===== src/rtl/aes_axis_tx.sv =====
// aes_axis_tx: drains 128-bit AES result blocks from the output FIFO and
//   serializes each one into AXI4-Stream beats, MSB end first, toward the DMA.
// Latency: FIFO read handshake to first m_axis_tvalid is 1 cycle; one block
//   takes BEATS+2 cycles with m_axis_tready held high.
// Backpressure: m_axis_tready low stalls any beat indefinitely with data, last
//   and strobe held; the FIFO is only read again once the block is fully sent.
//
// Ports:
//   clk, reset               single clock, synchronous active-high reset
//   processing_done          one-cycle end-of-request pulse from the controller
//   out_fifo_*               read side of the output FIFO (empty, valid/ready, data)
//   m_axis_*                 AXI4-Stream master (tdata, tvalid, tready, tlast, tstrb)
//   tx_done                  one-cycle pulse the cycle after the tlast beat is accepted
//   tx_beat_count            (only with AES_AXIS_TX_BEAT_COUNT_EN) accepted beats
//                            of the current request
//
// Optional feature macro: AES_AXIS_TX_BEAT_COUNT_EN.
module aes_axis_tx #(
    parameter int FIFO_DATA_WIDTH = 128,
    parameter int AXIS_DATA_WIDTH = 32
) (
    input  logic                         clk,
    input  logic                         reset,
    input  logic                         processing_done,
    input  logic                         out_fifo_empty,
    input  logic                         out_fifo_read_tvalid,
    output logic                         out_fifo_read_tready,
    input  logic [FIFO_DATA_WIDTH-1:0]   out_fifo_data,
    output logic [AXIS_DATA_WIDTH-1:0]   m_axis_tdata,
    output logic                         m_axis_tvalid,
    input  logic                         m_axis_tready,
    output logic                         m_axis_tlast,
    output logic [AXIS_DATA_WIDTH/8-1:0] m_axis_tstrb,
    output logic                         tx_done
`ifdef AES_AXIS_TX_BEAT_COUNT_EN
    ,
    output logic [31:0]                  tx_beat_count
`endif
);

    // BEATS must be an integer >= 2 (FIFO width a multiple of the beat width).
    localparam int BEATS = FIFO_DATA_WIDTH / AXIS_DATA_WIDTH;
    localparam int IDX_W = (BEATS > 2) ? $clog2(BEATS) : 1;

    typedef enum logic [1:0] {
        ST_FETCH  = 2'd0,
        ST_SEND   = 2'd1,
        ST_DECIDE = 2'd2,
        ST_LAST   = 2'd3
    } state_t;

    state_t                       r_state;
    logic [FIFO_DATA_WIDTH-1:0]   r_blk;
    logic [IDX_W-1:0]             r_idx;
    logic                         r_done_flag;
    logic                         r_msg_active;
    logic                         r_last;

    // Registered outputs
    logic                         r_rd_rdy;
    logic                         r_tvalid;
    logic                         r_tlast;
    logic [AXIS_DATA_WIDTH-1:0]   r_tdata;
    logic [AXIS_DATA_WIDTH/8-1:0] r_tstrb;
    logic                         r_tx_done;

    state_t                       w_state_nxt;
    logic [FIFO_DATA_WIDTH-1:0]   w_blk_nxt;
    logic [IDX_W-1:0]             w_idx_nxt;
    logic                         w_msg_nxt;
    logic                         w_last_nxt;
    logic                         w_done_clr;
    logic                         w_tx_done_nxt;
    logic                         w_rd_hs;
    logic                         w_m_hs;
    logic                         w_tvalid_nxt;
    logic [AXIS_DATA_WIDTH-1:0]   w_tdata_nxt;

    assign w_rd_hs = r_rd_rdy && out_fifo_read_tvalid;
    assign w_m_hs  = r_tvalid && m_axis_tready;

    always_comb begin
        w_state_nxt   = r_state;
        w_blk_nxt     = r_blk;
        w_idx_nxt     = r_idx;
        w_msg_nxt     = r_msg_active;
        w_last_nxt    = r_last;
        w_done_clr    = 1'b0;
        w_tx_done_nxt = 1'b0;
        case (r_state)
            ST_FETCH: begin
                if (w_rd_hs) begin
                    w_blk_nxt   = out_fifo_data;
                    w_msg_nxt   = 1'b1;
                    w_idx_nxt   = '0;
                    w_state_nxt = ST_SEND;
                end else if (r_done_flag && out_fifo_empty && !r_msg_active) begin
                    // Request produced no output blocks: swallow the done.
                    w_done_clr = 1'b1;
                end
            end
            ST_SEND: begin
                if (w_m_hs) begin
                    w_idx_nxt = r_idx + 1'b1;
                    if (r_idx == IDX_W'(BEATS - 2)) begin
                        w_state_nxt = ST_DECIDE;
                    end
                end
            end
            ST_DECIDE: begin
                // Final beat is held until we know whether another block follows.
                if (!out_fifo_empty) begin
                    w_last_nxt  = 1'b0;
                    w_state_nxt = ST_LAST;
                end else if (r_done_flag) begin
                    w_last_nxt  = 1'b1;
                    w_state_nxt = ST_LAST;
                end
            end
            ST_LAST: begin
                if (w_m_hs) begin
                    w_state_nxt = ST_FETCH;
                    if (r_last) begin
                        w_done_clr    = 1'b1;
                        w_msg_nxt     = 1'b0;
                        w_tx_done_nxt = 1'b1;
                    end
                end
            end
            default: w_state_nxt = ST_FETCH;
        endcase
    end

    // Output values are derived from the next state so they can be registered
    // without adding latency; beat 0 is the most significant slice.
    always_comb begin
        w_tvalid_nxt = (w_state_nxt == ST_SEND) || (w_state_nxt == ST_LAST);
        w_tdata_nxt  = '0;
        for (int k = 0; k < BEATS; k++) begin
            if (int'(w_idx_nxt) == k) begin
                w_tdata_nxt = w_blk_nxt[(BEATS-1-k)*AXIS_DATA_WIDTH +: AXIS_DATA_WIDTH];
            end
        end
    end

    always_ff @(posedge clk) begin
        if (reset) begin
            r_state      <= ST_FETCH;
            r_blk        <= '0;
            r_idx        <= '0;
            r_done_flag  <= 1'b0;
            r_msg_active <= 1'b0;
            r_last       <= 1'b0;
            r_rd_rdy     <= 1'b0;
            r_tvalid     <= 1'b0;
            r_tlast      <= 1'b0;
            r_tdata      <= '0;
            r_tstrb      <= '0;
            r_tx_done    <= 1'b0;
        end else begin
            r_state      <= w_state_nxt;
            r_blk        <= w_blk_nxt;
            r_idx        <= w_idx_nxt;
            // A new done pulse wins over a clear in the same cycle.
            r_done_flag  <= processing_done || (r_done_flag && !w_done_clr);
            r_msg_active <= w_msg_nxt;
            r_last       <= w_last_nxt;
            r_rd_rdy     <= (w_state_nxt == ST_FETCH);
            r_tvalid     <= w_tvalid_nxt;
            r_tlast      <= (w_state_nxt == ST_LAST) && w_last_nxt;
            r_tdata      <= w_tdata_nxt;
            r_tstrb      <= w_tvalid_nxt ? '1 : '0;
            r_tx_done    <= w_tx_done_nxt;
        end
    end

    assign out_fifo_read_tready = r_rd_rdy;
    assign m_axis_tvalid        = r_tvalid;
    assign m_axis_tlast         = r_tlast;
    assign m_axis_tdata         = r_tdata;
    assign m_axis_tstrb         = r_tstrb;
    assign tx_done              = r_tx_done;

`ifdef AES_AXIS_TX_BEAT_COUNT_EN
    logic [31:0] r_beat_cnt;

    // Holds the full request count through the tx_done cycle, then clears.
    always_ff @(posedge clk) begin
        if (reset) begin
            r_beat_cnt <= '0;
        end else if (r_tx_done) begin
            r_beat_cnt <= '0;
        end else if (w_m_hs) begin
            r_beat_cnt <= r_beat_cnt + 32'd1;
        end
    end

    assign tx_beat_count = r_beat_cnt;
`endif

endmodule


===== config.mk =====
export PLATFORM = sky130hd
export DESIGN_NAME = aes_axis_tx
export DESIGN_NICKNAME = d
export VERILOG_FILES = /design/src/rtl/aes_axis_tx.sv
export SDC_FILE = /design/constraint.sdc
export NUM_CORES = 1
export LEC_CHECK = 0
export ABC_AREA = 1
export BUFFER_PORTS_ARGS = -buffer_cell sky130_fd_sc_hd__buf_2
export CORE_MARGIN = 5
export CORE_UTILIZATION = 48
export CTS_CLUSTER_SIZE = 8
export DETAILED_ROUTE_END_ITERATION = 10
export PLACE_DENSITY_LB_ADDON = 0.05
export SLEW_MARGIN = 20
export SYNTH_ARGS = -nofsm -noshare
export SYNTH_HDL_FRONTEND = slang
export SYNTH_SLANG_ARGS = --single-unit

===== constraint.sdc =====
create_clock -name clk -period 1.9 [get_ports clk]
set_clock_uncertainty 0.15 [all_clocks]
set_input_delay 0.285 -clock clk [delete_from_list [all_inputs] [get_ports clk]]
set_output_delay 0.285 -clock clk [all_outputs]
set_load 0.1 [all_outputs]

==> metrics.yaml, run 1 <==
cells_and_area:
  multiInputGateArea_um2: 3540
  n_antenna_cell: 0
  nNetsFinal: 1400
  fin_area_um2: 10800
  fillers: 1126
  area_growth_pct: 50.0
  register_area_um2: 3430
  layout-drive-gt1-share: 0.327
power:
  p_clk_frac: 0.264
  p_sw_mw: 5.90
  p_comb_frac: 0.429
  p_sw_frac: 0.387
  ir_worst_vdd_v: 0.000798
  p_leak_nw: 5.25
  power.internal_mw: 9.36
  power.density_nw_per_um2: 1420
  finalPower_mw: 15.3
  pwr-share-seq: 0.308
worst_setup_path:
  cpPeakStageDelay_ps: 320
  worst_path_max_delay_cell: "dfxtp_2"
  path_delay_family: "simple AND/OR/NAND/NOR gates"
  path_cells: "inv_2, ha_4, nand3_4, buf_6, buf_6, or2_2, o21ai_0, nand2_1, nand2_1, o21ai_0"
  worst_setup_path_start_kind: "flop"
  cp.required_ps: 2060
  cp-end-kind: "flop"
  regToRegEndpoint: "m_axis_tdata[4]"
  r2r-start: "r_state[0]"
  critPathKind: "reg -> reg"
  regToRegSetupSlack_ps: -20
  arrival_ps: 2080
  cp_num_buf_inv: 3
  critPathMaxFanout: 12
  reg2regPathDepth: 10
drt:
  num_vias: 7001
  drtIter0Drc: 382
  drc: 0
  wl_per_cell_um: 14.5
  drt-total-wl_um: 21100
  firstDrtPassIters: 4
  viasPerCell: 4.81
  ant_nets: 0
placed_design:
  routabilityCongestion: 0.844
  place_area_um2: 8700
  hpwl_um: 13100
  portBuffers: 173
  pre_cts_slack_ps: -120
timing:
  slew_viol_final: 0
  relSlewSlack: 0.672
  rsz0062_at_grt: "yes"
  hold_violations: 0
  fin_ws_ps: -20.4
  max_clock_freq_mhz: 521
  tightestPinTransition_ps: 495
  fin_crit_ps: 1920
  post-route-period-util: 1.01
  setup_viol: 3
floorplan:
  coreArea_um2: 14600
  row_count: 44
  start_util: 0.492
  top_level_ports: 174
  die_area_um2: 17500
  die_x_um: 132
  die_h_um: 132
logic_synthesis:
  synth_nets: 1110
  syn_avg_cell_area_um2: 7.39
  ys_seq_area_frac: 0.477
  yosysUniqueCellTypes: 28
  syn_inst: 971
  syn_area_um2: 7180
  synth_warnings: 0
  synth-seq-cells: 171
hold_path:
  min_to: "r_blk[115]"
  hold_class: "in -> reg"
  hold_depth: 3
  min_from: "out_fifo_data[115]"
status:
  outcome: "finished with violations"
  violations: "negative setup slack"
grt:
  grt_use_total: 0.230
  grt_pass1_wl_um: 33200
  grt_pass1_vias: 6812
  overflow: 0
  antenna_found_initial: 0
  grt_max_degree: 91
clock_tree:
  root_buffer: "clkbuf_16"
  cts_tree: "yes"
  cts_sinks: 171
  worstSkewPairLatency_ps: 420
  cts_made_buffers: 17
  htreeDepth: 4
  clk_pin_slew_ps: 70
  cts.path.max_buffers: 2
flow_run:
  drv_cap: 0
==> placed cells by master (no fill, tap or decap), types with 11 or more instances in the layout <==
master / count
o21a_1: 17
dfxtp_1: 166
nand2_1: 279
o21ai_0: 21
buf_12: 15
nand3_1: 50
o21ai_2: 17
buf_4: 63
mux2i_1: 21
or2_2: 25
clkbuf_16: 22
dlygate4sd3_1: 54
a21oi_1: 43
nor2_1: 111
inv_1: 51
buf_6: 13
or2_4: 11
nand2_2: 13
o21ai_1: 32
buf_2: 172
==> layer usage <==
metal  share of wire  vias up  global-route usage  wire [um]
met5               0        -                   0          0
met1            0.45     3139               0.301       9520
met2            0.48      175               0.380      10100
met4           0.017        0              0.0747        364
li1                -     3661                   -          -
met3           0.053       26              0.0473       1120
==> timing repair <==
action	in CTS	in global routing
hold buffers	54	0
endpoints found under the hold margin	54	0
resized for setup	48	112
setup buffers	9	10
endpoints found under the setup margin	35	34
cloned	6	4
pin swaps	22	37
==> how the worst max path moves through the flow <==
stage,slack [ps],depth (start not counted),end,start
after floorplan,0.05,10,m_axis_tdata[1],r_state[1]
after global placement,-110,11,m_axis_tdata[2],r_state[0]
after detailed placement,-120,11,m_axis_tdata[2],r_state[0]
after CTS,0.6,12,m_axis_tdata[28],r_state[1]
after global routing,-110,13,m_axis_tdata[27],r_state[0]
final,-20,10,m_axis_tdata[4],r_state[0]
==> stage by stage <==
stage / instances / TNS, ps / hold WS, ps / utilization
floorplan: 971 / 0 / 269 / -
global placement: 1345 / -1330 / 299 / 0.597
detailed placement: 1345 / -2000 / 303 / 0.597
CTS: 1442 / 0 / 0.0309 / 0.704
global route: 1456 / -1730 / 8.95 / 0.738
finish: 1456 / -46.4 / 6.77 / 0.738
==> sequential cells by signal (all words and copies together), names as in the netlist <==
name / count
m_axis_tstrb: 1
r_blk: 128
tx_done: 1
m_axis_tdata: 32
r_done_flag: 1
r_state: 2
r_msg_active: 1
m_axis_tlast: 1
out_fifo_read_tready: 1
r_idx: 2
r_last: 1
==> logic make-up (layout without fill, tap and decap cells) <==
kind of cell | count (synthesis) | count (layout) | synth area share
adder cells (fa/ha/maj) | 5 | 5 | 0.00872
AND/OR/NAND/NOR | 516 | 517 | 0.304
AO/OA/AOI/OAI | 139 | 139 | 0.104
multiplexers | 21 | 21 | 0.0293
buffers and inverters | 119 | 419 | 0.0767
flip-flops | 171 | 171 | 0.477
==> area by class of cell <==
| class | instances | area share |
|---|---|---|
| clock buffers | 20 | 0.0444 |
| flip-flops and latches | 171 | 0.319 |
| clock inverters | 10 | 0.0196 |
| multi-input cells | 682 | 0.329 |
| well taps | 184 | 0.0214 |
| inverters | 59 | 0.0210 |
| repair buffers | 330 | 0.246 |
==> worst min-delay path, cell delays in order <==
cell     delay [ps]
buf_2            80
o21ai_1          60
nor2_1          110
==> power groups by stage <==
stage               clock network, mW  registers, mW  logic [mW]
finish                           4.02           4.69        6.55
global placement                    0           4.71        5.42
floorplan                           0           6.33        2.41
detailed placement                  0           4.72        5.45
global route                     4.20           4.77        7.05
CTS                              4.05           4.66        5.99
==> cell usage after synthesis <==
master | n | area, um2
nand2_1 | 294 | 1100
dfxtp_1 | 171 | 3420
nor2_1 | 116 | 435
o21ai_0 | 68 | 340
nand3_1 | 55 | 275
inv_1 | 54 | 203
a21oi_1 | 47 | 235
or2_2 | 36 | 225
buf_2 | 24 | 120
mux2i_1 | 21 | 210
o21a_1 | 17 | 128
clkbuf_1 | 16 | 60.1
buf_4 | 11 | 82.6
buf_1 | 5 | 18.8
ha_1 | 5 | 62.6
buf_6 | 4 | 45.0
nand4_1 | 4 | 25.0
a211oi_1 | 3 | 22.5
inv_2 | 3 | 11.3
nand2_4 | 3 | 33.8
nor2_4 | 3 | 33.8
o21ai_1 | 3 | 15.0
nand3_2 | 2 | 20.0
nor3_1 | 2 | 10.0
clkinv_1 | 1 | 3.75
inv_4 | 1 | 6.26
nor2_8 | 1 | 20.0
o211ai_1 | 1 | 7.51
(Power assumes the default switching activity.)
==> run 2: changes to the inputs <==
--- a/config.mk
+++ b/config.mk
@@ -5,10 +5,9 @@
 export SDC_FILE = /design/constraint.sdc
 export NUM_CORES = 1
 export LEC_CHECK = 0
-export ABC_AREA = 1
 export BUFFER_PORTS_ARGS = -buffer_cell sky130_fd_sc_hd__buf_2
 export CORE_MARGIN = 5
-export CORE_UTILIZATION = 48
+export CORE_UTILIZATION = 47
 export CTS_CLUSTER_SIZE = 8
 export DETAILED_ROUTE_END_ITERATION = 10
 export PLACE_DENSITY_LB_ADDON = 0.05
==> metrics.yaml, run 2 <==
logic_synthesis:
  synth_top_area_frac: 0.510  # +0.0333
  synth-seq-cells: 171  # unchanged
  yosysMostFrequentCell: "dfxtp_1"
  syn_avg_cell_area_um2: 8.85  # +20%
  synth-simple-area-share: 0.184  # -0.120
  yosysUniqueCellTypes: 40  # +43%
  yosysTopAreaCell: "dfxtp_1"
  synthArstFlopShare: 0  # unchanged
  synthAdderAreaFrac: 0.00932  # +0.000608
  synth_top_family_by_area: "simple AND/OR/NAND/NOR gates"
  synth_compound_area_frac: 0.128  # +0.0242
  yosys_most_used_dff: "dfxtp_1"
  synth_xor_area_frac: 0.00131  # +0.00131
  ys_top_cells_by_area: "dfxtp_1, mux2i_1, nand2_1"
  synthMuxAreaShare: 0.118  # +0.0886
  ys_seq_area_frac: 0.510  # +0.0333
  synth.top_cells.by_count: "dfxtp_1, nand2_1, nor2_1"
  synth_edf_count: 0  # unchanged
  synth_nets: 897  # -19%
  syn_inst: 758  # -22%
  synth_warnings: 0  # unchanged
  syn_area_um2: 6710  # -6.5%
worst_setup_path:
  cp.required_ps: 2090  # +30 ps
  arrival_ps: 2290  # +210 ps
  cp_num_buf_inv: 4  # +1
  reg2regPathDepth: 11  # +1
  path_cells: "inv_2, ha_4, and3_4, a21oi_4, buf_6, a211oi_4, buf_6, clkbuf_16, nand3_1, nand2_2, a2111oi_4"
  critPathKind: "reg -> reg"
  worst_path_max_delay_cell: "dfxtp_2"
  cpPeakStageDelay_ps: 340  # +20 ps
  worst_setup_path_start_kind: "flop"
  cp-end-kind: "flop"
  crit_path_frequent_cell: "buf_6"
  path_depth: 11  # +1
  path_delay_family: "compound AO/OA/AOI/OAI gates"
  critPathMaxFanout: 8  # -4
cells_and_area:
  multiInputGateArea_um2: 3320  # -6.2%
  mostFrequentLayoutCell: "buf_2"
  fillers: 960  # -15%
  fin_util: 0.758  # +0.0200
  register_area_um2: 3440  # about the same
  nNetsFinal: 1223  # -13%
  area_growth_pct: 57.4
  largest_reg_flops: 128  # unchanged
  layout-drive-gt1-share: 0.339  # +0.0121
  largest_register: "r_blk"
  mostFrequentLayoutCells: "buf_2, dfxtp_1, nand2_1"
grt:
  grt_max_degree: 51  # -44%
  grt_pass1_wl_um: 32500  # -2.2%
  overflow: 0  # unchanged
  grt_pass1_vias: 6618  # -2.8%
  grt_use_total: 0.248  # +0.0180
  antenna_found_initial: 1  # +1
drt:
  firstDrtPassIters: 7  # +3
  wl_per_cell_um: 16.9  # +16%
  num_vias: 6609  # -5.6%
  viasPerCell: 5.16  # +7.2%
  drt-total-wl_um: 21600  # +2.4%
  drc: 0  # unchanged
  drtIter0Drc: 330  # -14%
  ant_nets: 0  # unchanged
floorplan:
  top_level_ports: 174  # unchanged
  die_h_um: 129  # -2.1%
  die_area_um2: 16800  # -4.2%
  start_util: 0.481  # -0.0105
  die_x_um: 129  # -2.1%
  coreArea_um2: 13900  # -4.5%
  row_count: 43  # -2.3%
timing:
  tightestPinTransition_ps: 531  # +35.5 ps
  rsz0062_at_grt: "yes"
  slew_viol_final: 0  # unchanged
  setup_viol: 33  # +30
  relSlewSlack: 0.649  # -0.0235
  tns_ps: -5100  # -5050 ps
  fin_ws_ps: -206  # -186 ps
  hold_violations: 0  # unchanged
  max_clock_freq_mhz: 475  # -8.8%
  post-route-period-util: 1.11  # +0.0979
  fin_crit_ps: 2110  # +186 ps
clock_tree:
  cts.path.max_buffers: 2  # unchanged
  root_buffer: "clkbuf_16"
  cts_sinks: 171  # unchanged
  htreeDepth: 4  # unchanged
  cts_tree: "yes"
  cts_made_buffers: 17  # unchanged
  clk_pin_slew_ps: 60  # about the same
  worstSkewPairLatency_ps: 430  # about the same
placed_design:
  routabilityCongestion: 0.805  # -4.6%
  portBuffers: 173  # unchanged
  hpwl_um: 13600  # +3.6%
hold_path:
  hold_depth: 3  # unchanged
  hold_class: "in -> reg"
power:
  p_leak_nw: 4.48  # -15%
  ir_worst_vdd_v: 0.000666  # -16%
  power.density_nw_per_um2: 1140  # -20%
status:
  violations: "negative setup slack"
  outcome: "finished with violations"
flow_run:
  drv_cap: 0  # unchanged
run 2: stage by stage:
stage,area [um2],setup slack (ps),hold WS [ps],power [mW],cells
after detailed placement,8410,-284,299,8.02,1137
after global routing,10500,-291,3.58,12.5,1277
after floorplan,6850,-208,252,6.95,758
after global placement,8410,-188,294,7.94,1137
final,10600,-206,4.03,12.0,1282
after CTS,10200,-182,2.51,11.8,1270
run 2: final timing paths:
| check | startpoint | to | slack (ps) |
|---|---|---|---|
| setup / recovery | r_state[0] | m_axis_tdata[14] | -210 |
| hold / removal | out_fifo_data[62] | r_blk[62] | 4 |
| setup reg to reg | r_state[0] | m_axis_tdata[14] | -210 |
| hold reg to reg | r_blk[62] | r_blk[62] | 310 |
run 2: area by class of cell:
| class | count | share of cell area |
|---|---|---|
| Timing Repair Buffer | 365 | 0.278 |
| Clock inverter | 14 | 0.0158 |
| Sequential cell | 171 | 0.326 |
| Multi-Input combinational cell | 524 | 0.314 |
| Clock buffer | 18 | 0.0416 |
| Inverter | 5 | 0.00201 |
| Antenna cell | 5 | 0.00118 |
| Tap cell | 180 | 0.0213 |
run 2: cells by family after synthesis:
logic type,Yosys count
buffers and inverters,64
adders and majority gates,5
xor gates and xnor gates,1
DFF,171
AOI/OAI and AO/OA,136
and+or+nand+nor,302
muxes,79
run 2: routing by layer:
metal	GRT usage	wire length (um)	vias to the layer above	part of all wire
li1	-	-	3208	-
met1	0.289	8630	3125	0.40
met3	0.0676	1440	50	0.066
met4	0.101	575	2	0.027
met5	0	7	-	0.00032
met2	0.431	11000	224	0.51
run 2: power by group:
part / internal [mW] / total [mW] / switching, mW
Clock: 2.00 / 3.51 / 1.51
Combinational: 1.63 / 4.34 / 2.71
Sequential: 4.05 / 4.20 / 0.149
run 2: tightest hold or removal path, stage by stage:
cell and delay, ps:
buf_2 100, nand2_1 70, a21oi_1 80
run 2: repair_timing:
item / CTS / global route
cloned: 2 / 4
hold buffers: 93 / 0
setup buffers: 6 / 4
endpoints found under the hold margin: 93 / 0
endpoints found under the setup margin: 33 / 55
gates resized for setup: 28 / 57
pin swaps: 11 / 23
==> run 3: changes to the inputs <==
--- a/config.mk
+++ b/config.mk
@@ -11,6 +11,7 @@
 export CTS_CLUSTER_SIZE = 8
 export DETAILED_ROUTE_END_ITERATION = 10
 export PLACE_DENSITY_LB_ADDON = 0.05
+export REMOVE_ABC_BUFFERS = 1
 export SLEW_MARGIN = 20
 export SYNTH_ARGS = -nofsm -noshare
 export SYNTH_HDL_FRONTEND = slang
==> metrics.yaml, run 3 (synthesized netlist as in run 2, its figures left out) <==
timing:
  relSlewSlack: 0.659  # +0.00995
  tns_ps: -6630  # -1530 ps
  tightestPinTransition_ps: 516  # -15.0 ps
  fin_crit_ps: 2140  # +34.0 ps
  hold_violations: 1  # +1
  setup_viol: 48  # +45%
  fin_ws_ps: -240  # -34.0 ps
  whs_ps: -0.0246  # -4.06 ps
  post-route-period-util: 1.13  # +0.0179
  max_clock_freq_mhz: 467  # -1.6%
  rsz0062_at_grt: "yes"
  slew_viol_final: 0  # unchanged
placed_design:
  routabilityCongestion: 0.817  # +1.4%
  place_area_um2: 8460  # +0.63%
  portBuffers: 173  # unchanged
  hpwl_um: 13200  # -2.9%
worst_setup_path:
  setup.worst_path.start: "r_state[0]"
  arrival_ps: 2300  # about the same
  worst_setup_path_start_kind: "flop"
  cp.required_ps: 2060  # -30 ps
  reg2regPathDepth: 10  # -1
  critPathMaxFanout: 8  # unchanged
  r2r-start: "r_state[0]"
  cp-end-kind: "flop"
  regToRegEndpoint: "m_axis_tdata[27]"
  regToRegSetupSlack_ps: -240  # -30 ps
  critPathKind: "reg -> reg"
floorplan:
  start_util: 0.481  # unchanged
  die_x_um: 129  # unchanged
  coreArea_um2: 13900  # unchanged
  top_level_ports: 174  # unchanged
  die_h_um: 129  # unchanged
  die_area_um2: 16800  # unchanged
  row_count: 43  # unchanged
clock_tree:
  cts_sinks: 171  # unchanged
  cts.path.max_buffers: 2  # unchanged
  clk_pin_slew_ps: 70  # about the same
  worstSkewPairLatency_ps: 420  # about the same
  cts_made_buffers: 17  # unchanged
  root_buffer: "clkbuf_16"
  cts_tree: "yes"
  htreeDepth: 4  # unchanged
cells_and_area:
  mostFrequentLayoutCells: "buf_2, dfxtp_1, nand2_1"
  largest_reg_flops: 128  # unchanged
  largest_register: "r_blk"
  nNetsFinal: 1234  # +0.90%
  fin_area_um2: 11000  # +4.1%
  mostFrequentLayoutCell: "buf_2"
  area_growth_pct: 63.9
  layout-drive-gt1-share: 0.385  # +0.0463
grt:
  use_met2: 0.431  # about the same
  grt_use_total: 0.250  # +0.00223
  antenna_found_initial: 1  # unchanged
  grt_max_degree: 57  # +12%
  overflow: 0  # unchanged
  grt_pass1_wl_um: 33200  # +2.1%
  grt_busiest_layer: "met2"
  grt_pass1_vias: 6827  # +3.2%
  grt_use_met1: 0.299  # +0.0102
  gr-usage-met3: 0.0606  # -0.00701
hold_path:
  hold_class: "in -> reg"
  min_from: "out_fifo_data[86]"
  min_to: "r_blk[86]"
  hold_depth: 3  # unchanged
drt:
  drtIter0Drc: 422  # +28%
  drc: 0  # unchanged
  drt-total-wl_um: 22000  # +1.6%
  viasPerCell: 5.17  # +0.22%
  num_vias: 6660  # +0.77%
  ant_nets: 0  # unchanged
  wl_per_cell_um: 17.0  # +1.1%
  firstDrtPassIters: 5  # -2
power:
  finalPower_mw: 12.8  # +6.2%
  power.density_nw_per_um2: 1160  # +2.0%
  p_leak_nw: 4.62  # +2.9%
  ir_worst_vdd_v: 0.000703  # +5.4%
status:
  violations: "negative hold slack, negative setup slack"
  outcome: "finished with violations"
flow_run:
  drv_cap: 0  # unchanged
## run 3: cell types whose count changed in the layout (fill, tap and decap cells not counted), moves of 5 or more
| cell | change |
|---|---|
| buf_16 | +5 |
| dlygate4sd3_1 | -19 |
| mux2i_1 | -18 |
| buf_4 | +16 |
| mux2i_4 | +14 |
| buf_6 | +7 |
| nor2_4 | +6 |
| nand3_1 | +5 |
| nor2_1 | -8 |
## run 3: worst max-delay path by stage
stage / end / depth (start not counted) / slack (ps)
6_report: m_axis_tdata[27] / 10 / -240
5_1_grt: m_axis_tdata[26] / 9 / -340
4_1_cts: m_axis_tdata[7] / 9 / -200
3_5_place_dp: m_axis_tdata[8] / 9 / -360
3_3_place_gp: m_axis_tdata[30] / 8 / -260
2_1_floorplan: m_axis_tdata[0] / 6 / -4960
## run 3: report_power, final
group / switching, mW / leakage (nW) / internal, mW
registers: 0.178 / 1.39 / 4.04
clock network: 1.45 / 0.296 / 2.25
logic: 2.86 / 2.93 / 2.02
## run 3: layer usage
metal / up-vias / wire length, um / part of all wire
li1: 3225 / - / -
met1: 3155 / 8860 / 0.40
met2: 236 / 11200 / 0.51
met3: 42 / 1360 / 0.062
met4: 2 / 530 / 0.024
met5: - / 11 / 0.00050
## run 3: area by class of cell
type | instances | area, um2
Clock inverter | 13 | 190
Clock buffer | 19 | 443
Sequential cell | 171 | 3430
Antenna cell | 1 | 2.50
Tap cell | 180 | 225
Timing Repair Buffer | 376 | 3140
Inverter | 5 | 23.8
Fill cell | 906 | 2940
Multi-Input combinational cell | 524 | 3540
## run 3: stage by stage
step           worst slack [ps]  utilization  hold slack, ps  std cells
2_1_floorplan             -4960            -             204        699
3_3_place_gp               -261        0.607             295       1150
3_5_place_dp               -361        0.607             302       1150
4_1_cts                    -197        0.756           0.928       1280
5_1_grt                    -340        0.789            5.89       1288
6_report                   -240        0.789         -0.0246       1289
## run 3: worst max-delay path, cell delays in order, from the launching register on
cell	delay (ps)
dfxtp_4	380
inv_4	40
ha_4	160
and3_4	170
a21oi_4	200
a211o_1	240
buf_12	170
buf_8	110
buf_12	110
o21ai_1	80
a32o_1	230
## run 3: what timing repair did
action	in CTS	in global routing
endpoints found under the hold margin	74	0
gates resized for setup	78	76
buffers inserted	14	7
cloned	10	2
pin swaps	27	20
hold buffers	74	0
endpoints found under the setup margin	61	71
